`src/rtl/hdmi_packet_pkg.sv`:
```
// Packet type codes, ASP payload type and samples-per-packet helper shared by the HDMI packet scheduler.
package hdmi_packet_pkg;

   localparam logic [7:0] PKT_NULL     = 8'h00;
   localparam logic [7:0] PKT_ACR      = 8'h01;
   localparam logic [7:0] PKT_ASP      = 8'h02;
   localparam logic [7:0] PKT_EMP      = 8'h7F;
   localparam logic [7:0] PKT_VSIF     = 8'h81;
   localparam logic [7:0] PKT_AVI      = 8'h82;
   localparam logic [7:0] PKT_SPD      = 8'h83;
   localparam logic [7:0] PKT_AUDIO_IF = 8'h84;

   typedef logic [191:0] asp_payload_t;

   // Sample frames carried by one audio sample packet: layout 0 packs 4, layout 1 packs 1.
   function automatic int spp_f(input int channels);
      int spp;
      if (channels == 8) spp = 1;
      else spp = 4;
      return spp;
   endfunction

endpackage

```
`src/rtl/audio_sample_fifo.sv`:
```
// Single-clock audio frame FIFO: pushes one frame per cycle, pops POP_FRAMES frames at once.
module audio_sample_fifo #(
   parameter int FRAME_WIDTH = 32,
   parameter int DEPTH       = 8,
   parameter int POP_FRAMES  = 4
) (
   input  logic                              clk_pixel,
   input  logic                              reset,
   input  logic                              push,
   input  logic [FRAME_WIDTH-1:0]            push_frame,
   input  logic                              pop,
   output logic [POP_FRAMES*FRAME_WIDTH-1:0] pop_frames,
   output logic [$clog2(DEPTH):0]            level
);

   localparam int AW = $clog2(DEPTH);
   localparam logic [AW:0] POP_LEVEL = (AW+1)'(POP_FRAMES);

   logic [FRAME_WIDTH-1:0] mem_r [DEPTH];
   logic [AW-1:0]          wr_ptr_r;
   logic [AW-1:0]          rd_ptr_r;
   logic [AW:0]            level_r;
   logic                   pop_s;

   assign pop_s = pop && (level_r >= POP_LEVEL);
   assign level = level_r;

   // Read window: the POP_FRAMES oldest frames, oldest at the LSB end
   always_comb begin
      pop_frames = '0;
      for (int k = 0; k < POP_FRAMES; k++) begin
         pop_frames[k*FRAME_WIDTH +: FRAME_WIDTH] = mem_r[rd_ptr_r + AW'(k)];
      end
   end

   // Frame storage write port
   always_ff @(posedge clk_pixel) begin
      if (push) mem_r[wr_ptr_r] <= push_frame;
   end

   // Pointers and fill level; a push and a pop in one cycle net out
   always_ff @(posedge clk_pixel or posedge reset) begin
      if (reset) begin
         wr_ptr_r <= '0;
         rd_ptr_r <= '0;
         level_r  <= '0;
      end else begin
         if (push) wr_ptr_r <= wr_ptr_r + AW'(1);
         if (pop_s) rd_ptr_r <= rd_ptr_r + AW'(POP_FRAMES);
         level_r <= level_r + (push ? (AW+1)'(1) : (AW+1)'(0)) - (pop_s ? POP_LEVEL : (AW+1)'(0));
      end
   end

endmodule

```
`src/rtl/packet_scheduler.sv`:
```
// HDMI data-island packet chooser: ACR > audio sample > InfoFrames > null, one decision per packet slot.
// Optional: PACKET_SCHEDULER_STARVE_GUARD_EN promotes long-pending InfoFrames above audio.
module packet_scheduler
   import hdmi_packet_pkg::*;
#(
   parameter int                          AUDIO_CHANNELS    = 2,
   parameter int                          AUDIO_BIT_WIDTH   = 16,
   parameter int                          SAMPLE_FIFO_DEPTH = 8,
   parameter int                          NUM_INFOFRAMES    = 5,
   parameter logic [NUM_INFOFRAMES*8-1:0] INFOFRAME_TYPES   = {PKT_VSIF, PKT_EMP, PKT_SPD, PKT_AVI, PKT_AUDIO_IF},
   parameter logic [NUM_INFOFRAMES*4-1:0] INFOFRAME_PERIOD  = {NUM_INFOFRAMES{4'd1}}
) (
   input  logic                                      clk_pixel,
   input  logic                                      reset,
   input  logic                                      video_field_end,
   input  logic                                      packet_enable,
   input  logic [4:0]                                packet_pixel_counter,
   input  logic                                      clk_audio_counter_wrap,
   input  logic                                      audio_sample_valid,
   output logic                                      audio_sample_ready,
   input  logic [AUDIO_CHANNELS*AUDIO_BIT_WIDTH-1:0] audio_sample_word,
   output logic [7:0]                                packet_type,
   output asp_payload_t                              audio_sample_payload,
   output logic [3:0]                                audio_sample_present,
   output logic                                      audio_layout,
   output logic [7:0]                                frame_counter,
   output logic                                      audio_sample_dropped
);

   localparam int SPP = spp_f(AUDIO_CHANNELS);
   localparam int FW  = AUDIO_CHANNELS * AUDIO_BIT_WIDTH;
   localparam int LW  = $clog2(SAMPLE_FIFO_DEPTH) + 1;
   localparam int IW  = (NUM_INFOFRAMES > 1) ? $clog2(NUM_INFOFRAMES) : 1;

   if (!(AUDIO_CHANNELS == 2 || AUDIO_CHANNELS == 8) || AUDIO_BIT_WIDTH < 16 || AUDIO_BIT_WIDTH > 24) begin : g_bad_audio_cfg
      $error("packet_scheduler: AUDIO_CHANNELS must be 2 or 8 and AUDIO_BIT_WIDTH 16..24");
   end

   logic [LW-1:0]             level_s;
   logic [SPP*FW-1:0]         fifo_frames_s;
   logic                      ready_s, push_s, pop_s;
   asp_payload_t              asp_data_s;
   logic                      acr_pend_s, asp_rdy_s;
   logic                      last_wrap_r, wrap_armed_r;
   logic [NUM_INFOFRAMES-1:0] if_pending_r, if_set_s, if_clear_s;
   logic [3:0]                field_cnt_r [NUM_INFOFRAMES];
   logic                      if_hit_s, starve_hit_s;
   logic [IW-1:0]             if_idx_s, starve_idx_s, sel_idx_s;
   logic [7:0]                if_type_s, starve_type_s, sel_type_s;
   logic                      sel_acr_s, sel_asp_s, sel_if_s;
   logic [8:0]                fc_sum_s;
   logic [7:0]                fc_next_s;
   logic [7:0]                packet_type_r, frame_counter_r;
   asp_payload_t              payload_r;
   logic [3:0]                present_r;
   logic                      dropped_r;

   // A pop frees room for a same-cycle push, so ready stays high on a full FIFO being drained
   assign pop_s      = packet_enable && sel_asp_s;
   assign ready_s    = (level_s != LW'(SAMPLE_FIFO_DEPTH)) || pop_s;
   assign push_s     = audio_sample_valid && ready_s;
   assign asp_rdy_s  = level_s >= LW'(SPP);
   assign acr_pend_s = wrap_armed_r && (clk_audio_counter_wrap != last_wrap_r);

   audio_sample_fifo #(
      .FRAME_WIDTH (FW),
      .DEPTH       (SAMPLE_FIFO_DEPTH),
      .POP_FRAMES  (SPP)
   ) u_fifo (
      .clk_pixel  (clk_pixel),
      .reset      (reset),
      .push       (push_s),
      .push_frame (audio_sample_word),
      .pop        (pop_s),
      .pop_frames (fifo_frames_s),
      .level      (level_s)
   );

   // Left-justify each sample into its 24-bit slot; frame-major order gives ch k -> subpacket k/2 in layout 1
   always_comb begin
      asp_data_s = '0;
      for (int n = 0; n < SPP*AUDIO_CHANNELS; n++) begin
         asp_data_s[n*24 +: 24] = 24'(fifo_frames_s[n*AUDIO_BIT_WIDTH +: AUDIO_BIT_WIDTH]) << (24 - AUDIO_BIT_WIDTH);
      end
   end

   // Lowest-index pending InfoFrame and per-source period/clear strobes
   always_comb begin
      if_hit_s   = 1'b0;
      if_idx_s   = '0;
      if_type_s  = PKT_NULL;
      if_set_s   = '0;
      if_clear_s = '0;
      for (int i = NUM_INFOFRAMES-1; i >= 0; i--) begin
         if_hit_s  = if_hit_s | if_pending_r[i];
         if_idx_s  = if_pending_r[i] ? IW'(i) : if_idx_s;
         if_type_s = if_pending_r[i] ? INFOFRAME_TYPES[i*8 +: 8] : if_type_s;
      end
      for (int i = 0; i < NUM_INFOFRAMES; i++) begin
         if_set_s[i]   = video_field_end && ((field_cnt_r[i] + 4'd1) == INFOFRAME_PERIOD[i*4 +: 4]);
         if_clear_s[i] = packet_enable && sel_if_s && (sel_idx_s == IW'(i));
      end
   end

`ifdef PACKET_SCHEDULER_STARVE_GUARD_EN
   logic [1:0] starve_cnt_r [NUM_INFOFRAMES];

   // Count field ends seen while a source stays pending; saturates at 2
   always_ff @(posedge clk_pixel or posedge reset) begin
      if (reset) begin
         for (int i = 0; i < NUM_INFOFRAMES; i++) starve_cnt_r[i] <= 2'd0;
      end else begin
         for (int i = 0; i < NUM_INFOFRAMES; i++) begin
            if (if_clear_s[i] && !if_set_s[i]) starve_cnt_r[i] <= 2'd0;
            else if (video_field_end && if_pending_r[i] && (starve_cnt_r[i] != 2'd2)) starve_cnt_r[i] <= starve_cnt_r[i] + 2'd1;
         end
      end
   end

   // Lowest-index starved source
   always_comb begin
      starve_hit_s  = 1'b0;
      starve_idx_s  = '0;
      starve_type_s = PKT_NULL;
      for (int i = NUM_INFOFRAMES-1; i >= 0; i--) begin
         starve_hit_s  = starve_hit_s | (if_pending_r[i] && (starve_cnt_r[i] == 2'd2));
         starve_idx_s  = (if_pending_r[i] && (starve_cnt_r[i] == 2'd2)) ? IW'(i) : starve_idx_s;
         starve_type_s = (if_pending_r[i] && (starve_cnt_r[i] == 2'd2)) ? INFOFRAME_TYPES[i*8 +: 8] : starve_type_s;
      end
   end
`else
   assign starve_hit_s  = 1'b0;
   assign starve_idx_s  = '0;
   assign starve_type_s = PKT_NULL;
`endif

   // Packet arbiter
   always_comb begin
      sel_type_s = PKT_NULL;
      sel_acr_s  = 1'b0;
      sel_asp_s  = 1'b0;
      sel_if_s   = 1'b0;
      sel_idx_s  = '0;
      if (acr_pend_s) begin
         sel_type_s = PKT_ACR;
         sel_acr_s  = 1'b1;
      end else if (starve_hit_s) begin
         sel_type_s = starve_type_s;
         sel_if_s   = 1'b1;
         sel_idx_s  = starve_idx_s;
      end else if (asp_rdy_s) begin
         sel_type_s = PKT_ASP;
         sel_asp_s  = 1'b1;
      end else if (if_hit_s) begin
         sel_type_s = if_type_s;
         sel_if_s   = 1'b1;
         sel_idx_s  = if_idx_s;
      end else begin
         sel_type_s = PKT_NULL;
      end
   end

   // InfoFrame field counters and pending flags; a new period beats a same-cycle clear
   always_ff @(posedge clk_pixel or posedge reset) begin
      if (reset) begin
         for (int i = 0; i < NUM_INFOFRAMES; i++) field_cnt_r[i] <= 4'd0;
         if_pending_r <= '1;
      end else begin
         for (int i = 0; i < NUM_INFOFRAMES; i++) begin
            if (if_set_s[i]) field_cnt_r[i] <= 4'd0;
            else if (video_field_end) field_cnt_r[i] <= field_cnt_r[i] + 4'd1;
         end
         if_pending_r <= if_set_s | (if_pending_r & ~if_clear_s);
      end
   end

   // ACR edge tracking: the first cycle after reset captures the current wrap level
   always_ff @(posedge clk_pixel or posedge reset) begin
      if (reset) begin
         wrap_armed_r <= 1'b0;
         last_wrap_r  <= 1'b0;
      end else if (!wrap_armed_r) begin
         wrap_armed_r <= 1'b1;
         last_wrap_r  <= clk_audio_counter_wrap;
      end else if (packet_enable && sel_acr_s) begin
         last_wrap_r  <= clk_audio_counter_wrap;
      end
   end

   // Registered selection, held until the next packet slot
   always_ff @(posedge clk_pixel or posedge reset) begin
      if (reset) begin
         packet_type_r <= PKT_NULL;
         payload_r     <= '0;
         present_r     <= 4'b0000;
      end else if (packet_enable) begin
         packet_type_r <= sel_type_s;
         payload_r     <= sel_asp_s ? asp_data_s : '0;
         present_r     <= sel_asp_s ? 4'b1111 : 4'b0000;
      end
   end

   // IEC 60958 frame index advance, modulo 192
   always_comb begin
      fc_sum_s = {1'b0, frame_counter_r} + 9'(SPP);
      if (fc_sum_s >= 9'd192) fc_next_s = 8'(fc_sum_s - 9'd192);
      else fc_next_s = fc_sum_s[7:0];
   end

   // Frame counter and sticky overflow flag
   always_ff @(posedge clk_pixel or posedge reset) begin
      if (reset) begin
         frame_counter_r <= 8'd0;
         dropped_r       <= 1'b0;
      end else begin
         if ((packet_pixel_counter == 5'd31) && (packet_type_r == PKT_ASP)) frame_counter_r <= fc_next_s;
         dropped_r <= dropped_r | (audio_sample_valid && !ready_s);
      end
   end

   assign packet_type          = packet_type_r;
   assign audio_sample_payload = payload_r;
   assign audio_sample_present = present_r;
   assign audio_sample_ready   = ready_s;
   assign audio_layout         = (AUDIO_CHANNELS == 8) ? 1'b1 : 1'b0;
   assign frame_counter        = frame_counter_r;
   assign audio_sample_dropped = dropped_r;

endmodule

```
`config.mk`:
```
export PLATFORM = sky130hd
export DESIGN_NAME = packet_scheduler
export DESIGN_NICKNAME = d
export VERILOG_FILES = /design/src/rtl/hdmi_packet_pkg.sv /design/src/rtl/audio_sample_fifo.sv /design/src/rtl/packet_scheduler.sv
export SDC_FILE = /design/constraint.sdc
export NUM_CORES = 1
export LEC_CHECK = 0
export BUFFER_PORTS_ARGS = -buffer_cell sky130_fd_sc_hd__buf_4
export CAP_MARGIN = 5
export CORE_MARGIN = 4
export CORE_UTILIZATION = 30
export DETAILED_ROUTE_END_ITERATION = 7
export GPL_TIMING_DRIVEN = 0
export PLACE_DENSITY = 0.46
export SLEW_MARGIN = 20
export SYNTH_ARGS = -nofsm -noshare
export SYNTH_HDL_FRONTEND = slang
export SYNTH_SLANG_ARGS = --single-unit
```
`constraint.sdc`:
```
create_clock -name clk_pixel -period 5.6 [get_ports clk_pixel]
set_input_delay 0 -clock clk_pixel [delete_from_list [all_inputs] [get_ports clk_pixel]]
set_output_delay 0 -clock clk_pixel [all_outputs]
set_load 0.05 [all_outputs]
```
======== Yosys cells after proc, flatten, opt, wreduce, memory -nomap -nowiden ========
Memories as Yosys holds them, arrays and structs flattened.
Index checks and enable logic that the tools add are counted.
storage, ports and cells
  register bits ........................... 250
  bits in writable memories ............... 256
  bits of input ports ..................... 43
  word-level logic and storage cells ...... 122
  memories kept ........................... 1
cells by class
  add/sub/neg operators ................... 14
  magnitude comparators ................... 2
  equality and inequality tests ........... 14
  muxes and demuxes ....................... 41
  bitwise operators ....................... 8
  reductions and logical operators ........ 26
memories
  name          words  width  read ports  clocked after Yosys merged registers in  wr ports  RTL line                 RTL
  u_fifo.mem_r  8      32     4           0                                        1         audio_sample_fifo.sv:19  logic [FRAME_WIDTH-1:0] mem_r [DEPTH];
operators by type and width
  kind                 count
  $mux 192             1
  $mux 8               9
  $mux 4               11
  $mux 3               9
  $add 4x1->4 const B  5
  $eq 4x1->1 const B   5
  $logic_and 1x1->1    18
  $mux 1               11
  $reduce_bool 2->1    5
  $add 8x3->9 const B  1
  $ge 9x8->1 const B   1
  $eq 8x2->1 const B   1
  $sub 8x8->8 const B  1
  $add 3x1->3 const B  2
  $add 3x2->3 const B  2
  $eq 3x2->1 const B   2
  $and 5x5->5          1
  $eq 5x5->1 const B   1
  $not 5->5            1
  $or 1x1->1           5
  $or 5x5->5           1
  $add 4x4->4          1
  $ge 4x3->1 const B   1
  $ne 4x4->1 const B   1
  other kinds (9)      9

======== Logic depth before layout (Yosys ltp) ========
  depth after elaboration ................. 13
  gate-level depth with buffers ........... 9
  mapped depth without buffers ............ 9

======== Cells and area by module ========
Synthesis repeated with hierarchy kept, for this count alone.
second synthesis, totals
  cells, all modules ...................... 1017
  area total of the unflattened synthesis .. 16862.4 sq um
modules (own cells, without submodules)
  module             times used  cells an instance  area each (sq um)
  audio_sample_fifo  1           441                9725.6
  packet_scheduler   1           576                7136.8

======== Worst setup path after synthesis ========
Ideal clock, no wire load.
  path kind ............................... register -> register
  start point ............................. reg last_wrap_r
  end point ............................... mem u_fifo.mem_r[0][0] (enable)
  data arrival time ....................... 4.393 ns
  path slack .............................. 0.706 ns
  stages on the path, launching flop included .. 6
  path buffers ............................ 0
  period minus slack after synthesis ...... 4.894 ns
  cell sequence ........................... dfrtp_1 -> xor2_1 -> a21o_1 -> nand2_1 -> nand2_1 -> nor4_1
between the ends
  longest elaborated chain between the ends .. 8
ends and longest elaborated chain
  item                          RTL line                 RTL
  start: declaration            packet_scheduler.sv:44   logic last_wrap_r, wrap_armed_r;
  start signal: assignment      packet_scheduler.sv:184  last_wrap_r <= clk_audio_counter_wrap;
  start signal: assignment      packet_scheduler.sv:186  last_wrap_r <= clk_audio_counter_wrap;
  $ne 1x1->1                    packet_scheduler.sv:63   assign acr_pend_s = wrap_armed_r && (clk_audio_counter_wrap != last_wrap_r);
  $logic_and 1x1->1             packet_scheduler.sv:63
  $mux 1                        packet_scheduler.sv:144  if (acr_pend_s) begin
  $logic_and 1x1->1             packet_scheduler.sv:59   assign pop_s = packet_enable && sel_asp_s;
  $logic_or 1x1->1              packet_scheduler.sv:60   assign ready_s = (level_s != LW'(SAMPLE_FIFO_DEPTH)) || pop_s;
  net audio_sample_ready        packet_scheduler.sv:20   output logic audio_sample_ready,
  $logic_and 1x1->1             packet_scheduler.sv:61   assign push_s = audio_sample_valid && ready_s;
  $mux 1                        audio_sample_fifo.sv:38  if (push) mem_r[wr_ptr_r] <= push_frame;
  $mux 1 (implied by the code)  audio_sample_fifo.sv:38
  end: declaration              audio_sample_fifo.sv:19
The timed path passes the listed nets, and every way through them passes these cells.

======== Final worst setup path ========
  start point ............................. reg last_wrap_r
  end point ............................... reg u_fifo.level_r[3] (netlist: u_fifo.level[3])
between the ends
  longest elaborated chain between the ends .. 9
  elaborated cells on any way between the ends .. 11
  those cells by class .................... add/sub (2); eq/ne (1); mux (3); reduce/logical (5)
ends and longest elaborated chain
  item                    RTL line                 RTL
  $ne 1x1->1 (*)          packet_scheduler.sv:63
  $logic_and 1x1->1 (*)   packet_scheduler.sv:63
  $mux 1 (*)              packet_scheduler.sv:144
  $logic_and 1x1->1 (*)   packet_scheduler.sv:59
  $logic_or 1x1->1        packet_scheduler.sv:60
  $logic_and 1x1->1       packet_scheduler.sv:61
  $mux 1                  audio_sample_fifo.sv:50  level_r <= level_r + (push ? (AW+1)'(1) : (AW+1)'(0)) - (pop_s ? POP_LEVEL : (AW+1)'(0));
  $add 4x4->4             audio_sample_fifo.sv:50
  $sub 4x4->4 (*)         audio_sample_fifo.sv:50
  end signal: assignment  audio_sample_fifo.sv:50
  end: declaration        audio_sample_fifo.sv:22  logic [AW:0] level_r;
Every way passes the cells marked *; elsewhere a longest branch is shown, timed or not.
A chain may end at the register's enable or synchronous reset.

==> run summary <==
busiest layer in global routing: met2
largest cells by area after synthesis: edfxtp_1, dfrtp_1, mux2i_1
RSZ-0062 raised after global routing: no
crit start category: flip-flop
clock skew: 0.0181 ns
Final Non-Filler Cells: 2133
PostCTS Resize Cnt: 0
met1 GRT Util: 20.3%
layout cell share with drive strength beyond 1: 28.2%
fmax: 347 MHz
remaining antenna violation count: 0
grt total ovfl: 0
post-DP HPWL: 30000 um
clk buf depth: 3
asr flop ratio synth: 40.7%
NumNets Final: 1458
Die W: 243 um
Worst path top cell family by delay: compound AO/OA/AOI/OAI gates
worst vdd ir: 336 uV
Final Cycle Share: 51.5%
CTS H-tree lvls: 2
status: complete, no violations
clk sinks: 432
Crit-path slowest cell: clkbuf_1
die height: 243 um
Post-route DRC: 0
CTS buffer count: 48
Root Driver: clkbuf_16
Hold Violations, Final: 0
Worst Hold Class: input port to flip-flop
CP bufs+invs: 1
final setup fails: 0
Most used DFF post-synth: edfxtp_1
Synth top area share: 46.3%
worst slew pin tran: 1.02 ns
largest net degree at the start of global routing: 77
routed via count: 9555
Routed WL: 43500 um
met3 GRT Util: 2.96%
crit path max fanout: 10
area grow syn2layout: 29.8%
placed insts: 2000
DRT Pass-1 Iters: 5
Starting Density: 30.6%
Initial DRC Count: 483
hold slack: 0.205 ns
Max-slew headroom: 31.9%
routed wire length per instance: 20.4 um
Placeable Area: 0.0542 mm^2
Post-synth EDFFs: 256
Total Routing Usage GR: 14.7%
flops & latches, synth: 432
dominant cell type by area after synthesis: edfxtp_1
slowest stage delay, CP: 0.66 ns
crit path time final: 2.89 ns
crit path kind: flip-flop to flip-flop
Max-Cap Viols: 0
Pwr per Cell Area: 554 mW/mm^2
first-pass GRT wire length: 65700 um
Port Buffers: 189
post-synthesis sequential area ratio: 72.9%
vias in the first global route: 9899
Crit path top cell by count: ha_1
Syn Inst Count: 1016
GR Util met2: 23.5%
Die Area: 0.0591 mm^2
initial antenna violation count: 1
CP cell instances: xor2_1 -> a21o_1 -> o21bai_1 -> clkbuf_1 -> ha_1 -> ha_1 -> a211oi_1 -> xnor2_1
Top Ports: 258
Synth Area per Inst: 16.3 um^2
post-synthesis cell area: 0.0166 mm^2
Max Slew Vio Count: 0
number of core rows: 85
postcts setup bufs: 0
cts hold-fix bufs: 41
gpl congestion: 0.734
CTS tree: yes
Setup TNS: 0 ns
Yosys cell types: 50
Critical Path RT: 6.09 ns
Skew-Pair Late Insertion Delay: 0.58 ns
Via density: 4.48
Reg clk slew, reported paths: 0.06 ns
crit path DAT: 3.38 ns
CP Capture Type: flip-flop
FILL cells: 5082
Ys Warns: 0
static leakage: 8.88 nW
-- through the flow --
step	total power, mW	utilization, %	instance area [um^2]	worst slack [ns]
after floorplan	7.42	-	16800	0.706
after global placement	8.86	35.3	19100	-3.09
after detailed placement	8.96	36.0	19500	2.64
after CTS	12.1	39.7	21500	2.63
after global routing	12.5	39.7	21500	2.49
final	11.9	39.7	21500	2.71
-- cell type report --
type | count | area (um^2) | share of cell area [%]
plain buffers | 121 | 746 | 3.46
repair buffers | 264 | 2200 | 10.2
multi-input cells | 507 | 3960 | 18.4
flip-flops and latches | 432 | 12100 | 56.2
clock buffers | 76 | 1430 | 6.63
well taps | 696 | 871 | 4.05
clock inverters | 14 | 134 | 0.622
diodes | 1 | 2.50 | 0.0116
inverters | 22 | 90.1 | 0.419
-- cells in the mapped netlist (7+ instances only) --
| library cell | n |
|---|---|
| o2bb2ai_1 | 130 |
| xnor2_1 | 18 |
| nor2_1 | 11 |
| buf_4 | 74 |
| clkbuf_1 | 30 |
| o21ai_0 | 16 |
| dfrtp_1 | 171 |
| mux2i_1 | 128 |
| nor3_1 | 8 |
| ha_1 | 19 |
| inv_1 | 21 |
| nand2_1 | 32 |
| nand3_1 | 7 |
| a21oi_1 | 8 |
| edfxtp_1 | 256 |
| buf_2 | 11 |
-- path summary, 6_finish.rpt --
kind	from	cells after the start	slack, ns	endpoint
max	last_wrap_r	8	2.71	u_fifo.level[3]
min	audio_sample_word[19]	2	0.21	u_fifo.mem_r[4][19]
max reg2reg	last_wrap_r	8	2.71	u_fifo.level[3]
min reg2reg	audio_sample_dropped	1	0.48	audio_sample_dropped
max in group asynchronous	reset	5	4.19	audio_sample_payload[118]
min in group asynchronous	reset	4	0.62	frame_counter[4]
-- layer usage --
layer / vias to the layer above / share of wire (%)
met4: 0 / 2.0
met1: 4804 / 46
met3: 56 / 5.1
met5: - / 0
li1: 4466 / -
met2: 229 / 47
-- power breakdown --
group	leakage, nW	switching [mW]	internal [mW]
combinational	3.57	2.79	1.38
sequential	4.55	0.518	4.16
clock	0.765	1.28	1.80
-- cell usage in the layout, fill, tap and decap left out, drive strengths merged, types with 7 or more instances in the layout --
| cell type | count |
|---|---|
| nand2 | 32 |
| o2bb2ai | 130 |
| buf | 314 |
| inv | 22 |
| ha | 19 |
| xnor2 | 18 |
| nor3 | 8 |
| conb | 68 |
| dfrtp | 171 |
| nand3 | 7 |
| a21oi | 8 |
| edfxtp | 256 |
| o21ai | 16 |
| mux2i | 128 |
| dlygate4sd3 | 41 |
| nor2 | 11 |
| clkinv | 12 |
| clkbuf | 106 |
-- worst register-to-register path, delay by kind of cell, from the launching register on --
family / cells / cell delay [ns]
compound gates: 3 / 0.84
buf+inv: 1 / 0.66
fa+ha+maj: 2 / 0.59
flops: 1 / 0.39
xor+xnor: 2 / 0.34
-- kinds of logic (layout without fill, tap and decap cells) --
family / Yosys count / in the layout / share of synthesized area, %
multiplexers: 131 / 131 / 7.95
other: 2 / 69 / 0.0453
AND/OR/NAND/NOR: 86 / 86 / 2.66
AO/OA/AOI/OAI: 179 / 179 / 8.72
flip-flops: 432 / 432 / 72.9
XOR/XNOR: 24 / 24 / 1.27
adder cells (fa/ha/maj): 19 / 19 / 1.43
buffers and inverters: 143 / 497 / 4.99
-- state kept, by name, summed over array words and instances, names as in the netlist, 3 cells and up --
signal,count
audio_sample_payload,128
field_cnt_r,20
frame_counter,6
if_pending_r,5
packet_type,5
u_fifo.level,4
u_fifo.mem_r,256
u_fifo.wr_ptr_r,3
(Power assumes the default switching activity.)
